[src/rtl/seq_alu_if.sv]
`default_nettype none
// ============================================================================
//  Module      : seq_alu_if
//  Description : Request/response bundle between a requester and seq_alu.
//                The requester drives start/op/a/b. The ALU returns busy,
//                done, result, the z/p flags and the flags-register write
//                enable.
//  Revision    : 1.0 - initial release
// ============================================================================
interface seq_alu_if #(
    parameter int WIDTH = 8
);
    logic             start;
    logic [2:0]       op;
    logic [WIDTH-1:0] a;
    logic [WIDTH-1:0] b;
    logic             busy;
    logic             done;
    logic [WIDTH-1:0] result;
    logic             z_out;
    logic             p_out;
    logic             flag_write_enable;

    modport master (
        output start, op, a, b,
        input  busy, done, result, z_out, p_out, flag_write_enable
    );

    modport slave (
        input  start, op, a, b,
        output busy, done, result, z_out, p_out, flag_write_enable
    );
endinterface
`default_nettype wire

[src/rtl/seq_alu.sv]
`default_nettype none
// ============================================================================
//  Module      : seq_alu
//  Description : Sequential ALU feeding the flags register. Logic and
//                arithmetic ops complete in one cycle. MUL is a WIDTH-cycle
//                shift-add multiplier. The result and the zero/parity flags
//                are registered together, and done pulses once per accepted
//                request.
//  Revision    : 1.0 - initial release
// ============================================================================
module seq_alu #(
    parameter int WIDTH = 8
) (
    input  wire logic  clk,
    input  wire logic  rst,
    seq_alu_if.slave   bus
);
    localparam int CNT_W = $clog2(WIDTH + 1);

    localparam logic [2:0]       C_OP_ADD   = 3'b000;
    localparam logic [2:0]       C_OP_SUB   = 3'b001;
    localparam logic [2:0]       C_OP_AND   = 3'b010;
    localparam logic [2:0]       C_OP_OR    = 3'b011;
    localparam logic [2:0]       C_OP_XOR   = 3'b100;
    localparam logic [2:0]       C_OP_SHL   = 3'b101;
    localparam logic [2:0]       C_OP_SHR   = 3'b110;
    localparam logic [2:0]       C_OP_MUL   = 3'b111;
    localparam logic [CNT_W-1:0] C_CNT_LAST = CNT_W'(WIDTH - 1);
    localparam logic [CNT_W-1:0] C_CNT_ONE  = CNT_W'(1);

    typedef enum logic [0:0] {
        ST_IDLE = 1'b0,
        ST_MUL  = 1'b1
    } state_t;

    state_t           state_q,  state_d;
    logic [WIDTH-1:0] mcand_q,  mcand_d;
    logic [WIDTH-1:0] mplier_q, mplier_d;
    logic [WIDTH-1:0] acc_q,    acc_d;
    logic [CNT_W-1:0] count_q,  count_d;
    logic [WIDTH-1:0] result_q, result_d;
    logic             z_q,      z_d;
    logic             p_q,      p_d;
    logic             done_q,   done_d;

    logic [WIDTH-1:0] alu_res;
    logic [WIDTH-1:0] acc_sum;

    // Single-cycle ops decoded straight from the request operands.
    always_comb begin
        alu_res = '0;
        case (bus.op)
            C_OP_ADD: alu_res = bus.a + bus.b;
            C_OP_SUB: alu_res = bus.a - bus.b;
            C_OP_AND: alu_res = bus.a & bus.b;
            C_OP_OR:  alu_res = bus.a | bus.b;
            C_OP_XOR: alu_res = bus.a ^ bus.b;
            C_OP_SHL: alu_res = {bus.a[WIDTH-2:0], 1'b0};
            C_OP_SHR: alu_res = {1'b0, bus.a[WIDTH-1:1]};
            default:  alu_res = '0;  // MUL takes the iterative path
        endcase
    end

    // One shift-add step; the final step's sum is the product itself.
    always_comb begin
        acc_sum = acc_q + (mplier_q[0] ? mcand_q : '0);
    end

    // Next-state logic. Flags are always derived from the value being
    // written into result, never from the operands.
    always_comb begin
        state_d  = state_q;
        mcand_d  = mcand_q;
        mplier_d = mplier_q;
        acc_d    = acc_q;
        count_d  = count_q;
        result_d = result_q;
        z_d      = z_q;
        p_d      = p_q;
        done_d   = 1'b0;

        case (state_q)
            ST_IDLE: begin
                if (bus.start) begin
                    if (bus.op == C_OP_MUL) begin
                        mcand_d  = bus.a;
                        mplier_d = bus.b;
                        acc_d    = '0;
                        count_d  = '0;
                        state_d  = ST_MUL;
                    end else begin
                        result_d = alu_res;
                        z_d      = (alu_res == '0);
                        p_d      = ~^alu_res;
                        done_d   = 1'b1;
                    end
                end
            end
            ST_MUL: begin
                acc_d    = acc_sum;
                mcand_d  = mcand_q << 1;
                mplier_d = mplier_q >> 1;
                count_d  = count_q + C_CNT_ONE;
                if (count_q == C_CNT_LAST) begin
                    result_d = acc_sum;
                    z_d      = (acc_sum == '0);
                    p_d      = ~^acc_sum;
                    done_d   = 1'b1;
                    state_d  = ST_IDLE;
                end
            end
            default: state_d = ST_IDLE;
        endcase
    end

    // State and datapath registers; reset discards any MUL in flight.
    always_ff @(posedge clk) begin
        if (rst) begin
            state_q  <= ST_IDLE;
            mcand_q  <= '0;
            mplier_q <= '0;
            acc_q    <= '0;
            count_q  <= '0;
            result_q <= '0;
            z_q      <= 1'b0;
            p_q      <= 1'b0;
            done_q   <= 1'b0;
        end else begin
            state_q  <= state_d;
            mcand_q  <= mcand_d;
            mplier_q <= mplier_d;
            acc_q    <= acc_d;
            count_q  <= count_d;
            result_q <= result_d;
            z_q      <= z_d;
            p_q      <= p_d;
            done_q   <= done_d;
        end
    end

    assign bus.busy              = (state_q == ST_MUL);
    assign bus.done              = done_q;
    assign bus.flag_write_enable = done_q;
    assign bus.result            = result_q;
    assign bus.z_out             = z_q;
    assign bus.p_out             = p_q;
endmodule
`default_nettype wire

[src/flat_wrapper.sv]
// flat-port wrapper written by rule: the top's interface ports become plain ports
module seq_alu_flat 
#(
    parameter int WIDTH = 8
)
  (clk, rst, bus_start, bus_op, bus_a, bus_b, bus_busy, bus_done, bus_result, bus_z_out, bus_p_out, bus_flag_write_enable);
  seq_alu_if #(.WIDTH(WIDTH)) bus_i ();
  input  wire logic clk;
  input  wire logic rst;
  input wire logic [$bits(bus_i.start)-1:0] bus_start;
  input wire logic [$bits(bus_i.op)-1:0] bus_op;
  input wire logic [$bits(bus_i.a)-1:0] bus_a;
  input wire logic [$bits(bus_i.b)-1:0] bus_b;
  output wire logic [$bits(bus_i.busy)-1:0] bus_busy;
  output wire logic [$bits(bus_i.done)-1:0] bus_done;
  output wire logic [$bits(bus_i.result)-1:0] bus_result;
  output wire logic [$bits(bus_i.z_out)-1:0] bus_z_out;
  output wire logic [$bits(bus_i.p_out)-1:0] bus_p_out;
  output wire logic [$bits(bus_i.flag_write_enable)-1:0] bus_flag_write_enable;
  assign bus_i.start = bus_start;
  assign bus_i.op = bus_op;
  assign bus_i.a = bus_a;
  assign bus_i.b = bus_b;
  assign bus_busy = bus_i.busy;
  assign bus_done = bus_i.done;
  assign bus_result = bus_i.result;
  assign bus_z_out = bus_i.z_out;
  assign bus_p_out = bus_i.p_out;
  assign bus_flag_write_enable = bus_i.flag_write_enable;
  seq_alu #(.WIDTH(WIDTH)) u_core (.clk(clk), .rst(rst), .bus(bus_i));
endmodule
[config.mk]
export PLATFORM = sky130hd
export DESIGN_NAME = seq_alu_flat
export DESIGN_NICKNAME = d
export VERILOG_FILES = /design/src/rtl/seq_alu_if.sv /design/src/rtl/seq_alu.sv /design/src/flat_wrapper.sv
export SDC_FILE = /design/constraint.sdc
export NUM_CORES = 1
export LEC_CHECK = 0
export BUFFER_PORTS_ARGS = -buffer_cell sky130_fd_sc_hd__buf_4
export CORE_ASPECT_RATIO = 1.4
export CORE_UTILIZATION = 65
export CTS_BUF_LIST = sky130_fd_sc_hd__clkbuf_8 sky130_fd_sc_hd__clkbuf_16
export DETAILED_ROUTE_END_ITERATION = 10
export PLACE_DENSITY_LB_ADDON = 0.05
export SLEW_MARGIN = 20
export SYNTH_ARGS = -nofsm -noshare
export SYNTH_HDL_FRONTEND = slang
export SYNTH_SLANG_ARGS = --single-unit
[constraint.sdc]
create_clock -name clk -period 9.7 [get_ports clk]
set_clock_uncertainty 0.15 [all_clocks]
set_input_delay 0.485 -clock clk [delete_from_list [all_inputs] [get_ports clk]]
set_output_delay 0.485 -clock clk [all_outputs]
set_load 0.01 [all_outputs]
==> impl_metrics.py, run 1 <==
metrics = {
    "sta": {
        "max_freq_ghz": 0.257,
        "finalSetupViolCount": 0,
        "finalMaxSlewViolations": 0,
        "fin_setup_tns_ns": 0,
        "min_period_ns": 3.88,
        "final_hold_vios": 0,
        "worst_hold_slack_ns": 0.314,
        "period_share": 0.401,
        "max_slew.worst_pin.slew_ns": 0.679,
        "rsz_0062_raised_after_global_routing": "false",
        "slew-limit-headroom": 0.547,
    },
    "final_layout": {
        "final_cells": 527,
        "finish.net_count": 526,
        "final_common_cell": "sky130_fd_sc_hd__nor2_1",
        "final.fill_count": 413,
        "area_delta_synth_final_pct": 9.56,
        "post-route-util": 0.752,
        "layout-drive-gt1-share": 0.117,
        "most-common-layout-cells": "sky130_fd_sc_hd__nor2_1 (79), sky130_fd_sc_hd__a21oi_1 (49), sky130_fd_sc_hd__ha_1 (40), sky130_fd_sc_hd__dfxtp_1 (40), sky130_fd_sc_hd__buf_4 (36)",
        "antenna-diode-count": 0,
    },
    "clock_network": {
        "ctsHoldBuffers": 0,
        "cts.root.buffer_cell": "sky130_fd_sc_hd__clkbuf_8",
        "tritoncts": "done",
        "cts_post_setup_buffers_inserted": 0,
        "cts_buffer_depth": 2,
        "clk_transition_reported_paths_ns": 0.08,
        "cts_inserted_buffers": 5,
        "insertion_delay_ns": 0.29,
        "clkSinkCount": 40,
        "postCtsResizedCells": 0,
        "htreeDepth": 2,
    },
    "setup_path": {
        "crit_path_max_fanout": 26,
        "reg2reg_depth": 15,
        "critPathArrivalTime_ns": 3.95,
        "setup.worst_path.class": "in -> reg",
        "path_buf_inv": 1,
        "r2r_slack_ns": 6.34,
        "critPathLaunchType": "input pin",
        "max_stage_delay_ns": 0.44,
        "critPathSlowestCell": "sky130_fd_sc_hd__nor3b_2",
        "kind_of_capture_point_of_the_worst_setup_path": "flip-flop",
        "worstSetupPathDepth": 14,
        "worstPathCellList": "buf_4 -> nor3b_2 -> mux2_2 -> fa_1 -> nor2b_1 -> o21ai_1 -> a21o_1 -> a211oi_1 -> o211ai_1 -> ha_1 -> xnor2_1 -> xnor2_1 -> o21ai_0 -> a211oi_1",
        "critical_path.top_delay_family": "compound AO/OA/AOI/OAI gates",
        "crit_required_ns": 9.76,
    },
    "outcome": {
        "status": "complete, no violations",
    },
    "grt": {
        "antenna_found_initial": 0,
        "grt_start_max_net_pins": 58,
        "overall_global_routing_resource_usage": 0.315,
        "grt_first_pass_wirelength_mm": 13.5,
        "grt_pass1_vias": 2977,
        "overflow_left_after_global_routing": 0,
    },
    "hold_path": {
        "hold_path_depth": 2,
        "hold_path.class": "reg -> reg",
    },
    "routing": {
        "drt_pass1_iterations": 4,
        "remaining_drc_errors": 0,
        "detail_route.vias_per_cell": 6.13,
        "via_count": 3232,
        "detailedRoute.firstIterationViolations": 228,
        "ant_nets": 0,
        "detail_route.wirelength_mm": 8.56,
        "detail_route.wl_per_cell_um": 16.2,
    },
    "synthesis": {
        "synth_cell_types": 62,
        "yosysWarnings": 0,
        "synthesis.nets": 509,
        "synth_sequential_area_ratio": 0.235,
        "syn-instance-count": 445,
        "synthesized_area_per_cell_um2": 7.64,
        "ys.flop_type": "sky130_fd_sc_hd__dfxtp_1",
        "synth_edf_count": 0,
        "postSynth.asyncResetShare": 0,
        "synth_seq_cells": 40,
        "synthesis.area_mm2": 0.00340,
    },
    "floorplan": {
        "fp.dieW_um": 63.1,
        "floorplan.die_area_mm2": 0.00553,
        "floorplan.io_pins": 35,
        "start_util": 0.687,
        "dieHeight_um": 87.6,
        "placement_rows": 30,
        "design.core.area_mm2": 0.00495,
    },
    "place": {
        "dp_hpwl_mm": 6.60,
        "buffers_added_on_ports": 34,
        "routabilityCongestion": 0.982,
        "dp_cells": 519,
    },
    "power_and_ir_drop": {
        "ir_worst_vdd_uv": 58.6,
        "power.combinational.fraction": 0.295,
        "power.internal_mw": 0.306,
        "netSwitchingFraction": 0.316,
        "p_per_area_mw_per_mm2": 120,
        "power.net_switching_mw": 0.142,
        "seqPwrFrac": 0.390,
        "clock_power_share": 0.316,
        "power.leakage_nw": 1.65,
    },
    "run": {
        "maxCapViolCount": 0,
    },
}
-- flip-flops by register name, summed over array words and instances (netlist names) --
register	count
u_core.bus.p_out	1
u_core.acc_q	8
u_core.count_q	4
u_core.mplier_q	8
u_core.bus.busy	1
u_core.bus.z_out	1
u_core.bus.result	8
u_core.bus.done	1
u_core.mcand_q	8
-- logic make-up after synthesis --
logic type	synth area share
fa+ha+maj	0.159
compound gates	0.201
xor+xnor	0.0515
flops	0.235
simple gates	0.240
mux	0.0423
buf+inv	0.0710
-- final cells by class --
cell class              count  area (µm²)  share of cell area
repair buffers             36         270              0.0725
multi-input cells         352        2360               0.633
inverters                  27         101              0.0272
clock inverters             3        46.3              0.0124
flip-flops and latches     40         801               0.215
clock buffers               5        68.8              0.0185
well taps                  64        80.1              0.0215
-- metrics by stage --
stage	area (µm²)	setup slack, ns	power, mW
floorplan	3400	6.02	0.271
global placement	3610	5.67	0.305
detailed placement	3610	5.54	0.308
CTS	3730	5.84	0.449
global route	3730	5.57	0.469
finish	3730	5.82	0.448
-- cells in the mapped netlist (2+ instances only) --
cell type | count | share of area
sky130_fd_sc_hd__mux2_2 | 3 | 0.0099
sky130_fd_sc_hd__buf_2 | 9 | 0.013
sky130_fd_sc_hd__ha_1 | 40 | 0.15
sky130_fd_sc_hd__nor2_1 | 79 | 0.087
sky130_fd_sc_hd__or3_1 | 4 | 0.0074
sky130_fd_sc_hd__a21oi_1 | 49 | 0.072
sky130_fd_sc_hd__nand2b_1 | 6 | 0.011
sky130_fd_sc_hd__mux2i_1 | 11 | 0.032
sky130_fd_sc_hd__nand4_1 | 3 | 0.0055
sky130_fd_sc_hd__clkbuf_1 | 8 | 0.0088
sky130_fd_sc_hd__a31oi_1 | 4 | 0.0074
sky130_fd_sc_hd__o22ai_1 | 3 | 0.0055
sky130_fd_sc_hd__o21ai_0 | 8 | 0.012
sky130_fd_sc_hd__and2_1 | 11 | 0.020
sky130_fd_sc_hd__o221ai_1 | 5 | 0.013
sky130_fd_sc_hd__nor3_1 | 7 | 0.010
sky130_fd_sc_hd__a311oi_1 | 4 | 0.010
sky130_fd_sc_hd__o21ai_1 | 5 | 0.0074
sky130_fd_sc_hd__xnor2_1 | 13 | 0.033
sky130_fd_sc_hd__a211oi_1 | 4 | 0.0088
sky130_fd_sc_hd__o211ai_1 | 2 | 0.0044
sky130_fd_sc_hd__nor2b_1 | 7 | 0.013
sky130_fd_sc_hd__buf_4 | 4 | 0.0088
sky130_fd_sc_hd__and3_1 | 3 | 0.0055
sky130_fd_sc_hd__inv_1 | 27 | 0.030
sky130_fd_sc_hd__nor4_1 | 2 | 0.0037
sky130_fd_sc_hd__nor3b_1 | 2 | 0.0044
sky130_fd_sc_hd__nand3_1 | 13 | 0.019
sky130_fd_sc_hd__o21a_1 | 5 | 0.011
sky130_fd_sc_hd__buf_1 | 4 | 0.0044
sky130_fd_sc_hd__nand3b_1 | 3 | 0.0066
sky130_fd_sc_hd__fa_1 | 2 | 0.012
sky130_fd_sc_hd__nand2_1 | 19 | 0.021
sky130_fd_sc_hd__or2_1 | 2 | 0.0037
sky130_fd_sc_hd__dfxtp_1 | 40 | 0.24
sky130_fd_sc_hd__a21o_1 | 2 | 0.0044
sky130_fd_sc_hd__xor2_1 | 7 | 0.018
-- power groups by stage --
stage | clock, mW | sequential, mW | combinational, mW
floorplan | 0 | 0.180 | 0.0914
global placement | 0 | 0.178 | 0.127
detailed placement | 0 | 0.178 | 0.130
CTS | 0.144 | 0.175 | 0.131
global route | 0.149 | 0.175 | 0.144
finish | 0.142 | 0.175 | 0.132
-- path summary, 6_finish.rpt --
check                           from                to
setup / recovery           bus_op[0]  u_core.bus.p_out
hold / removal       u_core.acc_q[5]   u_core.acc_q[5]
setup reg to reg  u_core.mplier_q[0]  u_core.bus.p_out
hold reg to reg      u_core.acc_q[5]   u_core.acc_q[5]
-- routing by layer --
| layer | up-vias | GRT usage | share of wire |
|---|---|---|---|
| li1 | 1590 | - | - |
| met1 | 1503 | 0.349 | 0.40 |
| met2 | 105 | 0.577 | 0.51 |
| met3 | 34 | 0.0391 | 0.041 |
| met4 | 0 | 0.178 | 0.049 |
| met5 | - | 0 | 0 |
-- worst reg2reg max path, delay by kind of cell, from the launching register on --
family	cells	cell delay, ns
AOI/OAI and AO/OA	5	0.92
adders and majority gates	3	0.88
and+or+nand+nor	4	0.49
xor gates and xnor gates	3	0.44
DFF	1	0.40
Power figures use the tool's default switching activity.
==> run 2, diff against run 1 <==
--- a/config.mk
+++ b/config.mk
@@ -7,7 +7,7 @@
 export LEC_CHECK = 0
 export BUFFER_PORTS_ARGS = -buffer_cell sky130_fd_sc_hd__buf_4
 export CORE_ASPECT_RATIO = 1.4
-export CORE_UTILIZATION = 65
+export CORE_UTILIZATION = 54
 export CTS_BUF_LIST = sky130_fd_sc_hd__clkbuf_8 sky130_fd_sc_hd__clkbuf_16
 export DETAILED_ROUTE_END_ITERATION = 10
 export PLACE_DENSITY_LB_ADDON = 0.05
==> constraint.sdc (replaced) <==
create_clock -name clk -period 3.5 [get_ports clk]
set_clock_uncertainty 0.15 [all_clocks]
set_input_delay 0.175 -clock clk [delete_from_list [all_inputs] [get_ports clk]]
set_output_delay 0.175 -clock clk [all_outputs]
set_load 0.01 [all_outputs]
==> run 2 against run 1 <==
Compared with the run above: clock power up 110%; non-clock buffer count increased by 6; largest cell class unchanged; clock-buffer cell count stayed put; total power rose to 2.6 times the previous value; final cell count increased by 2.3%; via count decreased by 2.9%; critical path depth grew 1; largest power group unchanged; routed wire length decreased by 3.5%; highest routed layer unchanged; combinational power rose to 2.7 times the previous value; flip-flop and latch count unchanged.
==> impl_metrics.py, run 2 (synthesized netlist as in run 1, its figures left out) <==
metrics = {
    "outcome": {
        "status": "complete, no violations",
    },
    "routing": {
        "via_count": 3137,
        "remaining_drc_errors": 0,
        "detail_route.wl_per_cell_um": 15.3,
        "detail_route.vias_per_cell": 5.82,
        "detail_route.wirelength_mm": 8.26,
        "detailedRoute.firstIterationViolations": 127,
        "ant_nets": 0,
        "drt_pass1_iterations": 4,
    },
    "sta": {
        "finalMaxSlewViolations": 0,
        "slew-limit-headroom": 0.533,
        "period_share": 0.923,
        "final_hold_vios": 0,
        "rsz_0062_raised_after_global_routing": "false",
        "finalSetupViolCount": 0,
        "setup_ws_ns": 0.268,
        "worst_hold_slack_ns": 0.156,
        "max_slew.worst_pin.slew_ns": 0.700,
        "max_freq_ghz": 0.309,
        "fin_setup_tns_ns": 0,
        "min_period_ns": 3.23,
    },
    "floorplan": {
        "floorplan.io_pins": 35,
        "start_util": 0.568,
        "floorplan.die_area_mm2": 0.00663,
        "dieHeight_um": 95.9,
        "design.core.area_mm2": 0.00599,
        "fp.dieW_um": 69.1,
        "placement_rows": 33,
    },
    "clock_network": {
        "cts.root.buffer_cell": "sky130_fd_sc_hd__clkbuf_8",
        "htreeDepth": 2,
        "clkSinkCount": 40,
        "cts_inserted_buffers": 5,
        "postCtsResizedCells": 0,
        "clk_transition_reported_paths_ns": 0.08,
        "ctsHoldBuffers": 0,
        "tritoncts": "done",
        "cts_post_setup_buffers_inserted": 0,
        "cts_buffer_depth": 2,
        "insertion_delay_ns": 0.29,
    },
    "grt": {
        "antenna_found_initial": 0,
        "grt_start_max_net_pins": 43,
        "grtUsageMet1": 0.312,
        "met3_usage": 0.0220,
        "grt_pass1_vias": 2940,
        "grt_util_met2": 0.481,
        "overflow_left_after_global_routing": 0,
        "grt_first_pass_wirelength_mm": 13.9,
        "grt-busiest-layer": "met2",
        "overall_global_routing_resource_usage": 0.261,
    },
    "setup_path": {
        "critPathLaunchType": "flip-flop",
        "worstSetupPathDepth": 15,
        "destination_of_the_worst_register_to_register_timing_path": "u_core.bus.p_out",
        "critPathArrivalTime_ns": 3.29,
        "worstPathCellList": "and2_1 -> ha_1 -> fa_1 -> a21o_1 -> a21oi_2 -> nor2b_1 -> o21a_1 -> nor2_1 -> xor2_1 -> ha_1 -> xnor2_1 -> xnor2_1 -> nand2_1 -> o21ai_0 -> a211oi_1",
        "setup.worst_path.class": "reg -> reg",
        "critPathSlowestCell": "sky130_fd_sc_hd__fa_1",
        "crit_required_ns": 3.56,
        "crit-reg2reg-launch": "u_core.mplier_q[0]",
        "r2r_slack_ns": 0.27,
        "max_stage_delay_ns": 0.42,
        "critical_path.top_delay_family": "adder cells",
        "crit_path_max_fanout": 9,
        "path_buf_inv": 0,
        "kind_of_capture_point_of_the_worst_setup_path": "flip-flop",
        "reg2reg_depth": 15,
    },
    "power_and_ir_drop": {
        "p_per_area_mw_per_mm2": 306,
        "power.leakage_nw": 1.67,
        "design_power_total_mw": 1.15,
        "ir_worst_vdd_uv": 169,
    },
    "place": {
        "dp_cells": 531,
        "buffers_added_on_ports": 34,
        "routabilityCongestion": 0.876,
        "worst_setup_slack_post_dpl_ns": -0.0202,
        "dp_hpwl_mm": 6.52,
    },
    "final_layout": {
        "antenna-diode-count": 0,
        "layout-drive-gt1-share": 0.134,
        "most-common-layout-cells": "sky130_fd_sc_hd__nor2_1 (79), sky130_fd_sc_hd__a21oi_1 (48), sky130_fd_sc_hd__buf_4 (42)",
        "finish.net_count": 532,
        "final_common_cell": "sky130_fd_sc_hd__nor2_1",
        "area_delta_synth_final_pct": 10.5,
        "final_cells": 539,
    },
    "hold_path": {
        "timing.hold.worst_endpoint": "u_core.bus.result[2]",
        "hold_path.class": "in -> reg",
        "timing.hold.worst.start": "rst",
        "hold_path_depth": 2,
    },
    "run": {
        "maxCapViolCount": 0,
    },
}
[run 2: changes by cell type in the layout (fill, tap and decap cells not counted), sizes merged]
| cell | before | now |
|---|---|---|
| clkinvlp | 1 | 0 |
| bufinv | 1 | 0 |
| clkinv | 0 | 3 |
| buf | 36 | 42 |
| inv | 28 | 27 |
[run 2: layout make-up]
class                   instances  area (µm²)
well taps                      70        87.6
clock buffers                   5        68.8
flip-flops and latches         40         803
repair buffers                 42         315
multi-input cells             352        2360
inverters                      27         101
clock inverters                 3        18.8
fillers                       554        2230
[run 2: power by group]
part | switching (mW) | internal, mW | leakage (nW)
Sequential | 0.0131 | 0.473 | 0.326
Combinational | 0.197 | 0.164 | 1.30
Clock | 0.165 | 0.139 | 0.0479
[run 2: routing by layer]
layer	share of wire	vias to the layer above
met5	0	-
met4	0.028	0
met3	0.015	18
met2	0.52	56
met1	0.43	1463
li1	-	1600
[run 2: metrics by stage]
step	area (µm²)	util
2_1_floorplan	3400	-
3_3_place_gp	3670	0.612
3_5_place_dp	3670	0.612
4_1_cts	3750	0.627
5_1_grt	3760	0.628
6_report	3760	0.628
[run 2: worst max-delay path by stage]
stage                             from               end  slack, ns
detailed placement           bus_op[1]  u_core.bus.p_out      -0.02
floorplan                    bus_op[1]  u_core.bus.p_out       0.13
global placement             bus_op[1]  u_core.bus.p_out       0.05
CTS                 u_core.mplier_q[0]  u_core.bus.p_out       0.13
global route        u_core.mplier_q[0]  u_core.bus.p_out       0.05
finish              u_core.mplier_q[0]  u_core.bus.p_out       0.27
[run 2: worst reg2reg max path, cell delays in order (launching register included)]
cell	delay, ns
sky130_fd_sc_hd__dfxtp_2	0.38
sky130_fd_sc_hd__and2_1	0.17
sky130_fd_sc_hd__ha_1	0.21
sky130_fd_sc_hd__fa_1	0.42
sky130_fd_sc_hd__a21o_1	0.19
sky130_fd_sc_hd__a21oi_2	0.17
sky130_fd_sc_hd__nor2b_1	0.09
sky130_fd_sc_hd__o21a_1	0.17
sky130_fd_sc_hd__nor2_1	0.11
sky130_fd_sc_hd__xor2_1	0.19
sky130_fd_sc_hd__ha_1	0.27
sky130_fd_sc_hd__xnor2_1	0.14
sky130_fd_sc_hd__xnor2_1	0.13
sky130_fd_sc_hd__nand2_1	0.07
sky130_fd_sc_hd__o21ai_0	0.07
sky130_fd_sc_hd__a211oi_1	0.23
==> run 3, diff against run 2 <==
--- a/config.mk
+++ b/config.mk
@@ -5,8 +5,8 @@
 export SDC_FILE = /design/constraint.sdc
 export NUM_CORES = 1
 export LEC_CHECK = 0
-export BUFFER_PORTS_ARGS = -buffer_cell sky130_fd_sc_hd__buf_4
-export CORE_ASPECT_RATIO = 1.4
+export BUFFER_PORTS_ARGS = -buffer_cell sky130_fd_sc_hd__buf_2
+export CORE_ASPECT_RATIO = 0.6
 export CORE_UTILIZATION = 54
 export CTS_BUF_LIST = sky130_fd_sc_hd__clkbuf_8 sky130_fd_sc_hd__clkbuf_16
 export DETAILED_ROUTE_END_ITERATION = 10
==> run 3 against run 2 <==
Compared with the run above: critical path depth stayed put; final cell count is 3.2% higher; global-route usage is 2.0 points higher; die area hardly changed; cell area is 0.17% lower; register-to-register slack worse by 0.06 ns; total power is 2.9% higher; critical endpoint unchanged; largest power group unchanged.
==> impl_metrics.py, run 3 (synthesized netlist as in run 1, its figures left out) <==
metrics = {
    "final_layout": {
        "area_delta_synth_final_pct": 10.3,
        "antenna-diode-count": 0,
        "most-common-layout-cells": "sky130_fd_sc_hd__nor2_1 (79), sky130_fd_sc_hd__a21oi_1 (49), sky130_fd_sc_hd__ha_1 (40)",
        "final_common_cell": "sky130_fd_sc_hd__nor2_1",
        "seq_area_um2": 802,
        "multi_input_comb_area_mm2": 0.00238,
        "layout-drive-gt1-share": 0.143,
        "finish.net_count": 539,
        "final.fill_count": 526,
        "post-route-util": 0.646,
    },
    "grt": {
        "grt_start_max_net_pins": 43,
        "grt_pass1_vias": 2986,
        "overflow_left_after_global_routing": 0,
        "overall_global_routing_resource_usage": 0.280,
        "antenna_found_initial": 0,
        "grt_first_pass_wirelength_mm": 14.7,
    },
    "sta": {
        "min_period_ns": 3.29,
        "max_freq_ghz": 0.304,
        "period_share": 0.941,
        "finalSetupViolCount": 0,
        "rsz_0062_raised_after_global_routing": "false",
        "finalMaxSlewViolations": 0,
        "final_hold_vios": 0,
        "fin_setup_tns_ns": 0,
        "worst_hold_slack_ns": 0.150,
        "setup_ws_ns": 0.205,
        "slew-limit-headroom": 0.475,
        "max_slew.worst_pin.slew_ns": 0.787,
    },
    "floorplan": {
        "fp.dieW_um": 104,
        "floorplan.io_pins": 35,
        "placement_rows": 21,
        "dieHeight_um": 63.5,
        "design.core.area_mm2": 0.00581,
        "floorplan.die_area_mm2": 0.00663,
        "start_util": 0.586,
    },
    "setup_path": {
        "r2r_slack_ns": 0.21,
        "critPathSlowestCell": "sky130_fd_sc_hd__fa_1",
        "max_stage_delay_ns": 0.45,
        "crit_path_max_fanout": 7,
        "critical_path.most_common_cell": "sky130_fd_sc_hd__xnor2_1",
        "crit-reg2reg-launch": "u_core.mplier_q[0]",
        "worstPathCellList": "buf_4 -> and2_1 -> fa_1 -> a21o_1 -> a21oi_1 -> nor2b_1 -> o21a_1 -> nor2_1 -> xor2_1 -> ha_1 -> xnor2_1 -> xnor2_1 -> nand2_1 -> o21ai_0 -> a211oi_1",
        "destination_of_the_worst_register_to_register_timing_path": "u_core.bus.p_out",
        "setup.worst_path.class": "reg -> reg",
        "crit_required_ns": 3.57,
        "reg2reg_depth": 15,
        "kind_of_capture_point_of_the_worst_setup_path": "flip-flop",
        "critPathArrivalTime_ns": 3.36,
        "critPathLaunchType": "flip-flop",
    },
    "power_and_ir_drop": {
        "p_per_area_mw_per_mm2": 316,
        "ir_worst_vdd_uv": 170,
        "power.leakage_nw": 1.70,
    },
    "clock_network": {
        "clkSinkCount": 40,
        "cts_buffer_depth": 2,
        "clk_transition_reported_paths_ns": 0.08,
        "cts_post_setup_buffers_inserted": 0,
        "htreeDepth": 2,
        "cts_inserted_buffers": 5,
        "postCtsResizedCells": 0,
        "insertion_delay_ns": 0.30,
        "ctsHoldBuffers": 0,
        "tritoncts": "done",
        "cts.root.buffer_cell": "sky130_fd_sc_hd__clkbuf_8",
    },
    "place": {
        "buffers_added_on_ports": 34,
        "worst_setup_slack_post_dpl_ns": -0.159,
        "dp_hpwl_mm": 6.67,
        "routabilityCongestion": 0.915,
    },
    "routing": {
        "detailedRoute.firstIterationViolations": 282,
        "detail_route.vias_per_cell": 5.86,
        "detail_route.wirelength_mm": 8.79,
        "drt_pass1_iterations": 5,
        "remaining_drc_errors": 0,
        "detail_route.wl_per_cell_um": 15.8,
        "ant_nets": 0,
        "via_count": 3258,
    },
    "hold_path": {
        "timing.hold.worst_endpoint": "u_core.bus.result[7]",
        "timing.hold.worst.start": "bus_start",
        "hold_path_depth": 4,
        "hold_path.class": "in -> reg",
    },
    "run": {
        "maxCapViolCount": 0,
    },
    "outcome": {
        "status": "complete, no violations",
    },
}
[run 3: cell count changes in the layout (fill, tap and decap cells not counted), sizes merged]
cell	delta
clkbuf	+1
buf	+7
inv	+2
clkinv	-3
[run 3: worst max-delay path by stage]
stage / cells after the start / to / slack, ns / from
after global routing: 15 / u_core.bus.p_out / 0.01 / u_core.mplier_q[0]
after CTS: 14 / u_core.bus.p_out / 0.15 / bus_op[1]
after detailed placement: 14 / u_core.bus.p_out / -0.16 / bus_op[1]
final: 15 / u_core.bus.p_out / 0.21 / u_core.mplier_q[0]
after global placement: 14 / u_core.bus.p_out / 0.02 / bus_op[1]
after floorplan: 14 / u_core.bus.p_out / 0.13 / bus_op[1]
[run 3: report_power, final]
part           total, mW  internal, mW  leakage [nW]  switching (mW)
Sequential         0.486         0.473         0.325          0.0135
Clock              0.325         0.155        0.0538           0.170
Combinational      0.374         0.164          1.32           0.210
[run 3: area by class of cell]
cell class / count / area share
Multi-Input combinational cell: 352 / 0.633
Sequential cell: 40 / 0.214
Timing Repair Buffer: 49 / 0.0754
Inverter: 27 / 0.0270
Tap cell: 80 / 0.0267
Clock buffer: 6 / 0.0220
Clock inverter: 2 / 0.00200
[run 3: through the flow]
stage	std cells	total power, mW	instance area, µm²
global placement	548	0.850	3650
global route	556	1.25	3750
finish	556	1.18	3750
floorplan	445	0.751	3400
CTS	556	1.18	3740
detailed placement	548	0.858	3650
[run 3: layer usage]
layer	routed length, µm	vias to the layer above	track usage
li1	-	1612	-
met5	0	-	0
met3	610	6	0.0631
met4	57	0	0.0536
met1	4560	1520	0.412
met2	3570	120	0.416
[run 3: critical path, delay by kind of cell, from the launching register on]
family / cells / cell delay (ns)
AOI/OAI and AO/OA: 5 / 0.90
buffers and inverters: 1 / 0.16
and+or+nand+nor: 4 / 0.49
adders and majority gates: 2 / 0.72
xor gates and xnor gates: 3 / 0.46
DFF: 1 / 0.33
